## config.mk

```make
export PLATFORM = sky130hd
export DESIGN_NAME = uart_rx_sequencer_flat
export DESIGN_NICKNAME = d
export VERILOG_FILES = /design/src/rtl/uart_pkg.sv /design/src/rtl/uart_rx_sequencer_if.sv /design/src/rtl/uart_sync2.sv /design/src/rtl/uart_rx_sequencer.sv /design/src/flat_wrapper.sv
export SDC_FILE = /design/constraint.sdc
export NUM_CORES = 1
export LEC_CHECK = 0
export BUFFER_PORTS_ARGS = -buffer_cell sky130_fd_sc_hd__buf_2
export CAP_MARGIN = 0
export CORE_MARGIN = 4
export CORE_UTILIZATION = 50
export DETAILED_ROUTE_END_ITERATION = 8
export PLACE_DENSITY = 0.72
export SLEW_MARGIN = 15
export SYNTH_ARGS = -nofsm -noshare
export SYNTH_HDL_FRONTEND = slang
export SYNTH_SLANG_ARGS = --single-unit
```

## constraint.sdc

```tcl
create_clock -name clk -period 5.1 [get_ports clk]
set_clock_uncertainty 0.15 [all_clocks]
set_input_delay 0.51 -clock clk [delete_from_list [all_inputs] [get_ports clk]]
set_output_delay 0.51 -clock clk [all_outputs]
set_load 0.02 [all_outputs]
```

## src/rtl/uart_pkg.sv

```systemverilog
// rtl/uart_pkg.sv - shared types and defaults for the UART receive path
// Purpose: receive FSM state encoding and default frame geometry.
// Ports: none (package).
package uart_pkg;

  typedef enum logic [2:0] {
    IDLE,
    START,
    DATA,
    PARITY,
    STOP
  } rx_state_t;

  localparam int UART_DEF_DATA_BITS  = 8;
  localparam int UART_DEF_OVERSAMPLE = 16;

endpackage

```

## src/rtl/uart_rx_sequencer_if.sv

```systemverilog
// rtl/uart_rx_sequencer_if.sv - received-word valid/ready handshake bundle
// Purpose: carries each received word and its status from the UART receiver to the host side.
// Signals: rx_data, rx_valid, parity_err, frame_err, overrun (master -> slave); rx_ready (slave -> master).
interface uart_rx_sequencer_if #(
  parameter int DATA_BITS = 8
) ();

  logic [DATA_BITS-1:0] rx_data;
  logic                 rx_valid;
  logic                 rx_ready;
  logic                 parity_err;
  logic                 frame_err;
  logic                 overrun;

  modport master (
    output rx_data, rx_valid, parity_err, frame_err, overrun,
    input  rx_ready
  );

  modport slave (
    input  rx_data, rx_valid, parity_err, frame_err, overrun,
    output rx_ready
  );

endinterface

```

## src/rtl/uart_sync2.sv

```systemverilog
// rtl/uart_sync2.sv - two-flop synchronizer for an asynchronous single-bit input
// Purpose: brings an asynchronous level into the clk domain.
// Ports: clk, reset_n (async active-low), d (async input), q (synchronized output).
module uart_sync2 #(
  parameter logic RESET_VAL = 1'b1
) (
  input  logic clk,
  input  logic reset_n,
  input  logic d,
  output logic q
);

  logic meta_q;
  logic sync_q;

  always_ff @(posedge clk or negedge reset_n) begin
    if (!reset_n) begin
      meta_q <= RESET_VAL;
      sync_q <= RESET_VAL;
    end else begin
      meta_q <= d;
      sync_q <= meta_q;
    end
  end

  assign q = sync_q;

endmodule

```

## src/rtl/uart_rx_sequencer.sv

```systemverilog
// rtl/uart_rx_sequencer.sv - UART receive sequencer: start detect, mid-bit sampling, framing
// Purpose: samples the serial line on the oversample tick, assembles LSB-first words and
//          presents them with parity/framing/overrun status on a valid/ready handshake.
// Ports: clk, reset_n (async active-low), br_tick (oversample tick), rx_in (async serial line),
//        enable, parity_en, parity_odd, sample_stb (mid-bit sample pulse), busy (not idle),
//        rx_if (master side of the received-word handshake).
module uart_rx_sequencer
  import uart_pkg::*;
#(
  parameter int DATA_BITS  = UART_DEF_DATA_BITS,
  parameter int OVERSAMPLE = UART_DEF_OVERSAMPLE
) (
  input  logic                clk,
  input  logic                reset_n,
  input  logic                br_tick,
  input  logic                rx_in,
  input  logic                enable,
  input  logic                parity_en,
  input  logic                parity_odd,
  output logic                sample_stb,
  output logic                busy,
  uart_rx_sequencer_if.master rx_if
);

  localparam int TW = $clog2(OVERSAMPLE);
  localparam int BW = $clog2(DATA_BITS + 1);
  localparam logic [TW-1:0] TICK_MID = TW'(OVERSAMPLE / 2 - 1);
  localparam logic [TW-1:0] TICK_END = TW'(OVERSAMPLE - 1);
  localparam logic [BW-1:0] LAST_BIT = BW'(DATA_BITS - 1);

  logic rx_s;

  uart_sync2 #(.RESET_VAL(1'b1)) u_sync (
    .clk     (clk),
    .reset_n (reset_n),
    .d       (rx_in),
    .q       (rx_s)
  );

  rx_state_t            state_q, state_d;
  logic                 armed_q, armed_d;
  logic [TW-1:0]        tick_q, tick_d;
  logic [BW-1:0]        bit_q, bit_d;
  logic [DATA_BITS-1:0] shreg_q, shreg_d;
  logic                 perr_q, perr_d;
  logic [DATA_BITS-1:0] rx_data_q, rx_data_d;
  logic                 rx_valid_q, rx_valid_d;
  logic                 parity_err_q, parity_err_d;
  logic                 frame_err_q, frame_err_d;
  logic                 overrun_q, overrun_d;
  logic                 sample_stb_q, sample_stb_d;
  logic                 sample;
  logic                 complete;

  // Start bit is sampled half a bit in; every later bit a full bit period after the previous sample.
  assign sample = enable && br_tick && (state_q != IDLE) &&
                  (tick_q == ((state_q == START) ? TICK_MID : TICK_END));

  always_ff @(posedge clk or negedge reset_n) begin
    if (!reset_n) begin
      state_q      <= IDLE;
      armed_q      <= 1'b0;
      tick_q       <= '0;
      bit_q        <= '0;
      shreg_q      <= '0;
      perr_q       <= 1'b0;
      rx_data_q    <= '0;
      rx_valid_q   <= 1'b0;
      parity_err_q <= 1'b0;
      frame_err_q  <= 1'b0;
      overrun_q    <= 1'b0;
      sample_stb_q <= 1'b0;
    end else begin
      state_q      <= state_d;
      armed_q      <= armed_d;
      tick_q       <= tick_d;
      bit_q        <= bit_d;
      shreg_q      <= shreg_d;
      perr_q       <= perr_d;
      rx_data_q    <= rx_data_d;
      rx_valid_q   <= rx_valid_d;
      parity_err_q <= parity_err_d;
      frame_err_q  <= frame_err_d;
      overrun_q    <= overrun_d;
      sample_stb_q <= sample_stb_d;
    end
  end

  always_comb begin
    state_d = state_q;
    if (!enable) begin
      state_d = IDLE;
    end else begin
      case (state_q)
        IDLE:    if (armed_q && !rx_s) state_d = START;
        START:   if (sample) state_d = rx_s ? IDLE : DATA;
        DATA:    if (sample && (bit_q == LAST_BIT)) state_d = parity_en ? PARITY : STOP;
        PARITY:  if (sample) state_d = STOP;
        STOP:    if (sample) state_d = IDLE;
        default: state_d = IDLE;
      endcase
    end
  end

  always_comb begin
    armed_d      = armed_q;
    tick_d       = tick_q;
    bit_d        = bit_q;
    shreg_d      = shreg_q;
    perr_d       = perr_q;
    rx_data_d    = rx_data_q;
    rx_valid_d   = rx_valid_q;
    parity_err_d = parity_err_q;
    frame_err_d  = frame_err_q;
    overrun_d    = overrun_q;
    sample_stb_d = sample;
    complete     = 1'b0;

    if (!enable) begin
      armed_d = 1'b0;
      tick_d  = '0;
      bit_d   = '0;
    end else begin
      if (br_tick && (state_q != IDLE) && !sample) tick_d = tick_q + TW'(1);
      case (state_q)
        IDLE: begin
          if (rx_s) armed_d = 1'b1;
          tick_d = '0;
          bit_d  = '0;
        end
        START: if (sample) begin
          tick_d = '0;
          bit_d  = '0;
        end
        DATA: if (sample) begin
          tick_d  = '0;
          shreg_d = {rx_s, shreg_q[DATA_BITS-1:1]};
          bit_d   = bit_q + BW'(1);
          // Frames without a parity bit must report no parity error.
          if (bit_q == LAST_BIT) perr_d = 1'b0;
        end
        PARITY: if (sample) begin
          tick_d = '0;
          perr_d = ^shreg_q ^ rx_s ^ parity_odd;
        end
        STOP: if (sample) begin
          tick_d   = '0;
          // Held low line (break) must not re-arm until it returns high.
          armed_d  = 1'b0;
          complete = 1'b1;
        end
        default: ;
      endcase
    end

    if (complete) begin
      if (!rx_valid_q || rx_if.rx_ready) begin
        rx_data_d    = shreg_q;
        parity_err_d = perr_q;
        frame_err_d  = !rx_s;
        rx_valid_d   = 1'b1;
        if (rx_valid_q) overrun_d = 1'b0;
      end else begin
        overrun_d = 1'b1;
      end
    end else if (rx_valid_q && rx_if.rx_ready) begin
      rx_valid_d   = 1'b0;
      parity_err_d = 1'b0;
      frame_err_d  = 1'b0;
      overrun_d    = 1'b0;
    end
  end

  assign rx_if.rx_data    = rx_data_q;
  assign rx_if.rx_valid   = rx_valid_q;
  assign rx_if.parity_err = parity_err_q;
  assign rx_if.frame_err  = frame_err_q;
  assign rx_if.overrun    = overrun_q;
  assign sample_stb       = sample_stb_q;
  assign busy             = (state_q != IDLE);

endmodule

```

## src/flat_wrapper.sv

```systemverilog
// flat-port wrapper written by rule: the top's interface ports become plain ports
module uart_rx_sequencer_flat import uart_pkg::*;
#(
  parameter int DATA_BITS  = UART_DEF_DATA_BITS,
  parameter int OVERSAMPLE = UART_DEF_OVERSAMPLE
)
  (clk, reset_n, br_tick, rx_in, enable, parity_en, parity_odd, sample_stb, busy, rx_if_rx_data, rx_if_rx_valid, rx_if_parity_err, rx_if_frame_err, rx_if_overrun, rx_if_rx_ready);
  uart_rx_sequencer_if #(.DATA_BITS(DATA_BITS)) rx_if_i ();
  input  logic clk;
  input  logic reset_n;
  input  logic br_tick;
  input  logic rx_in;
  input  logic enable;
  input  logic parity_en;
  input  logic parity_odd;
  output logic sample_stb;
  output logic busy;
  output wire logic [$bits(rx_if_i.rx_data)-1:0] rx_if_rx_data;
  output wire logic [$bits(rx_if_i.rx_valid)-1:0] rx_if_rx_valid;
  output wire logic [$bits(rx_if_i.parity_err)-1:0] rx_if_parity_err;
  output wire logic [$bits(rx_if_i.frame_err)-1:0] rx_if_frame_err;
  output wire logic [$bits(rx_if_i.overrun)-1:0] rx_if_overrun;
  input wire logic [$bits(rx_if_i.rx_ready)-1:0] rx_if_rx_ready;
  assign rx_if_rx_data = rx_if_i.rx_data;
  assign rx_if_rx_valid = rx_if_i.rx_valid;
  assign rx_if_parity_err = rx_if_i.parity_err;
  assign rx_if_frame_err = rx_if_i.frame_err;
  assign rx_if_overrun = rx_if_i.overrun;
  assign rx_if_i.rx_ready = rx_if_rx_ready;
  uart_rx_sequencer #(.DATA_BITS(DATA_BITS), .OVERSAMPLE(OVERSAMPLE)) u_core (.clk(clk), .reset_n(reset_n), .br_tick(br_tick), .rx_in(rx_in), .enable(enable), .parity_en(parity_en), .parity_odd(parity_odd), .sample_stb(sample_stb), .busy(busy), .rx_if(rx_if_i));
endmodule
```

==> run summary <==
GPL Wtd Cong = 0.7925
Max Fclk = 461.9 MHz
Top fanout value on the critical path = 8
H-tree depth = 2
Minimum clock period = 2165 ps
Clock network power share = 41.4%
Power per cell area = 286.6 mW/mm^2
Worst Tran Pin Value = 783.2 ps
Largest net degree at the start of global routing = 37
CP Capture Type = register
Logic pwr share = 8.1%
DRT Wirelength = 3.640 mm
Sum Neg Setup Slack = 0 ps
Via Count = 1386
VDD IR max = 0.1404 mV
Die Y = 68.84 um
Pre-Repair DR Iteration Count = 4
Post-synthesis cell type count = 50
Horiz. Die Dim = 68.84 um
Synth Flop Type = dfrtp_1
Crit Path Class = register to register
WL/cell = 15.83 um
Design area = 0.002085 sq mm
DP HPWL = 2.618 mm
Worst reg2reg path depth = 5
Post-synthesis sequential area ratio = 48.82%
Critical path arrival = 2190 ps
Number of synthesized flops with an enable pin = 0
FFs w/ async S/R, synth = 100.0%
First-pass GRT wire length = 6.168 mm
Synth warn = 0
Switch share = 23.85%
P&R area growth vs syn = 12.64%
Clk pin slew, worst setup/hold paths = 70 ps
TritonCTS sink count = 36
Nets@finish = 193
Core occupancy in the finished layout = 60.56%
Pins over their slew limit = 0
Postcts setup bufs = 0
Req. time, crit path = 5130 ps
Clock insertion delay at the later pin of the skew report = 290 ps
Number of global-route vias before repair = 1297
CTS Hold Buffers Added = 0
Maxcap violations = 0
Startpoint Class = register
Initial cell density of the core = 53.76%
Int Pwr = 0.4550 mW
Layout cells sized above 1 = 29.35%
Initial antenna violation count = 0
Synth Area per Inst = 11.42 sq um
Worst rel slew slack = 47.78%
Antenna fix cells = 0
Resized Gates After CTS = 0
Design Power = 0.5975 mW
CTS tree = done
Final worst path period share = 42.45%
Max clock buf depth = 2
Syn Std Cell Area = 0.001851 sq mm
Net Switching = 0.1425 mW
Cells after Synth = 162
Yosys reg bits = 36
P_leak = 1.006 nW
Outcome = finished, final reports clean
Final ANT Viol Nets = 0
Total gr overflow = 0
GRT Total Usage = 17.92%
Iteration-0 DRC Markers = 126
RSZ-0062 raised after global routing = false
Core Box Area = 0.003442 sq mm
PortBufs = 21
DRC = 0
Syn nets = 172
Register share of total power = 50.4%
Boundary Pins = 22
Root buffer cell = clkbuf_8
# rows = 21
DR vias/cell = 6.026
Post-DP Area = 0.001977 sq mm
Setup violations, final = 0
R2R setup slack = 2930 ps
Final Hold Violating Endpoints = 0
Total CTS buffers = 5
Die area = 0.004738 sq mm
Worst min-delay path class = input port to asynchronous set/reset pin
[cells in the mapped netlist (3+ instances only)]
cell type | n | area share (%)
nor2_1 | 4 | 0.81
nand2_1 | 11 | 2.2
nor2b_1 | 3 | 1.0
or4_1 | 3 | 1.2
clkbuf_1 | 3 | 0.61
or3_1 | 3 | 1.0
dfrtp_1 | 34 | 46
nand3_1 | 4 | 1.1
xnor2_1 | 6 | 2.8
a211oi_1 | 5 | 2.0
mux2i_1 | 4 | 2.2
inv_1 | 7 | 1.4
a21oi_1 | 5 | 1.4
o21ai_0 | 10 | 2.7
mux2_2 | 16 | 9.7
[worst max-delay path, stage by stage (launching register included)]
cell and delay, ps:
dfrtp_1 390, ha_1 310, nand4_4 210, nor4_4 340, nand2_1 290, mux2_2 350
[kinds of logic (layout without fill, tap and decap cells)]
logic type	count (synthesis)	after routing	synth area share, %
flops	36	36	48.82
buf+inv	14	36	3.381
fa+ha+maj	2	2	1.352
compound gates	39	39	14.88
simple gates	43	43	15.15
xor+xnor	8	8	4.530
mux	20	20	11.90
[state kept, by name (all words and copies together), names as in the netlist, 3 cells and up]
name / flops
u_core.tick_q: 4
u_core.bit_q: 4
u_core.shreg_q: 8
u_core.state_q: 3
u_core.rx_if.rx_data: 8
[stage by stage]
step	hold slack, ps	setup slack [ps]	instances
2_1_floorplan	64.41	3161	162
3_3_place_gp	195.5	3016	222
3_5_place_dp	199.3	2936	222
4_1_cts	156.6	2925	230
5_1_grt	150.0	2785	230
6_report	144.4	2935	230
[power groups by stage]
| stage | sequential [mW] | combinational [mW] | clock [mW] |
|---|---|---|---|
| finish | 0.301 | 0.0484 | 0.248 |
| global route | 0.303 | 0.0542 | 0.266 |
| CTS | 0.301 | 0.0492 | 0.254 |
| detailed placement | 0.307 | 0.0490 | 0 |
| global placement | 0.306 | 0.0465 | 0 |
| floorplan | 0.299 | 0.0387 | 0 |
[worst paths after layout]
check                                                 endpoint                      startpoint
setup / recovery           u_core.rx_if.rx_data[7]$_DFFE_PN0P_      u_core.tick_q[0]$_DFF_PN0_
hold / removal                   u_core.state_q[0]$_DFFE_PN0P_                         reset_n
setup reg to reg           u_core.rx_if.rx_data[7]$_DFFE_PN0P_      u_core.tick_q[0]$_DFF_PN0_
hold reg to reg                      u_core.u_sync.q$_DFF_PN1_  u_core.u_sync.meta_q$_DFF_PN1_
max in group asynchronous        u_core.shreg_q[1]$_DFFE_PN0P_                         reset_n
min in group clk                u_core.u_sync.meta_q$_DFF_PN1_                           rx_in
[layout by cell type (no fill, tap or decap), drive strengths merged, types with 5 or more instances in the layout]
cell / netlist / routed
a21oi: 5 / 5
clkbuf: 3 / 6
o21ai: 11 / 11
buf: 4 / 21
nand2: 11 / 11
inv: 7 / 7
a211oi: 5 / 5
dfrtp: 34 / 34
mux2: 16 / 16
xnor2: 6 / 6
nor2: 5 / 5
[routing by layer]
metal  up-vias  wire length, um  global-route usage [%]
met5         -                0                       0
met4         0               74                   9.002
met3         9              186                   4.052
met2        33             1728                   27.77
met1       698             1651                   23.50
li1        646                -                       -
[final cells by class]
type	count	area, sq um
clock buffer	6	72.57
fill	293	1358
tap	46	57.56
multi-input combinational	112	884.6
clock inverter	2	35.03
inverter	7	26.28
sequential	36	903.4
timing repair buffer	21	105.1
No activity file was read; power rests on OpenSTA's default activity.
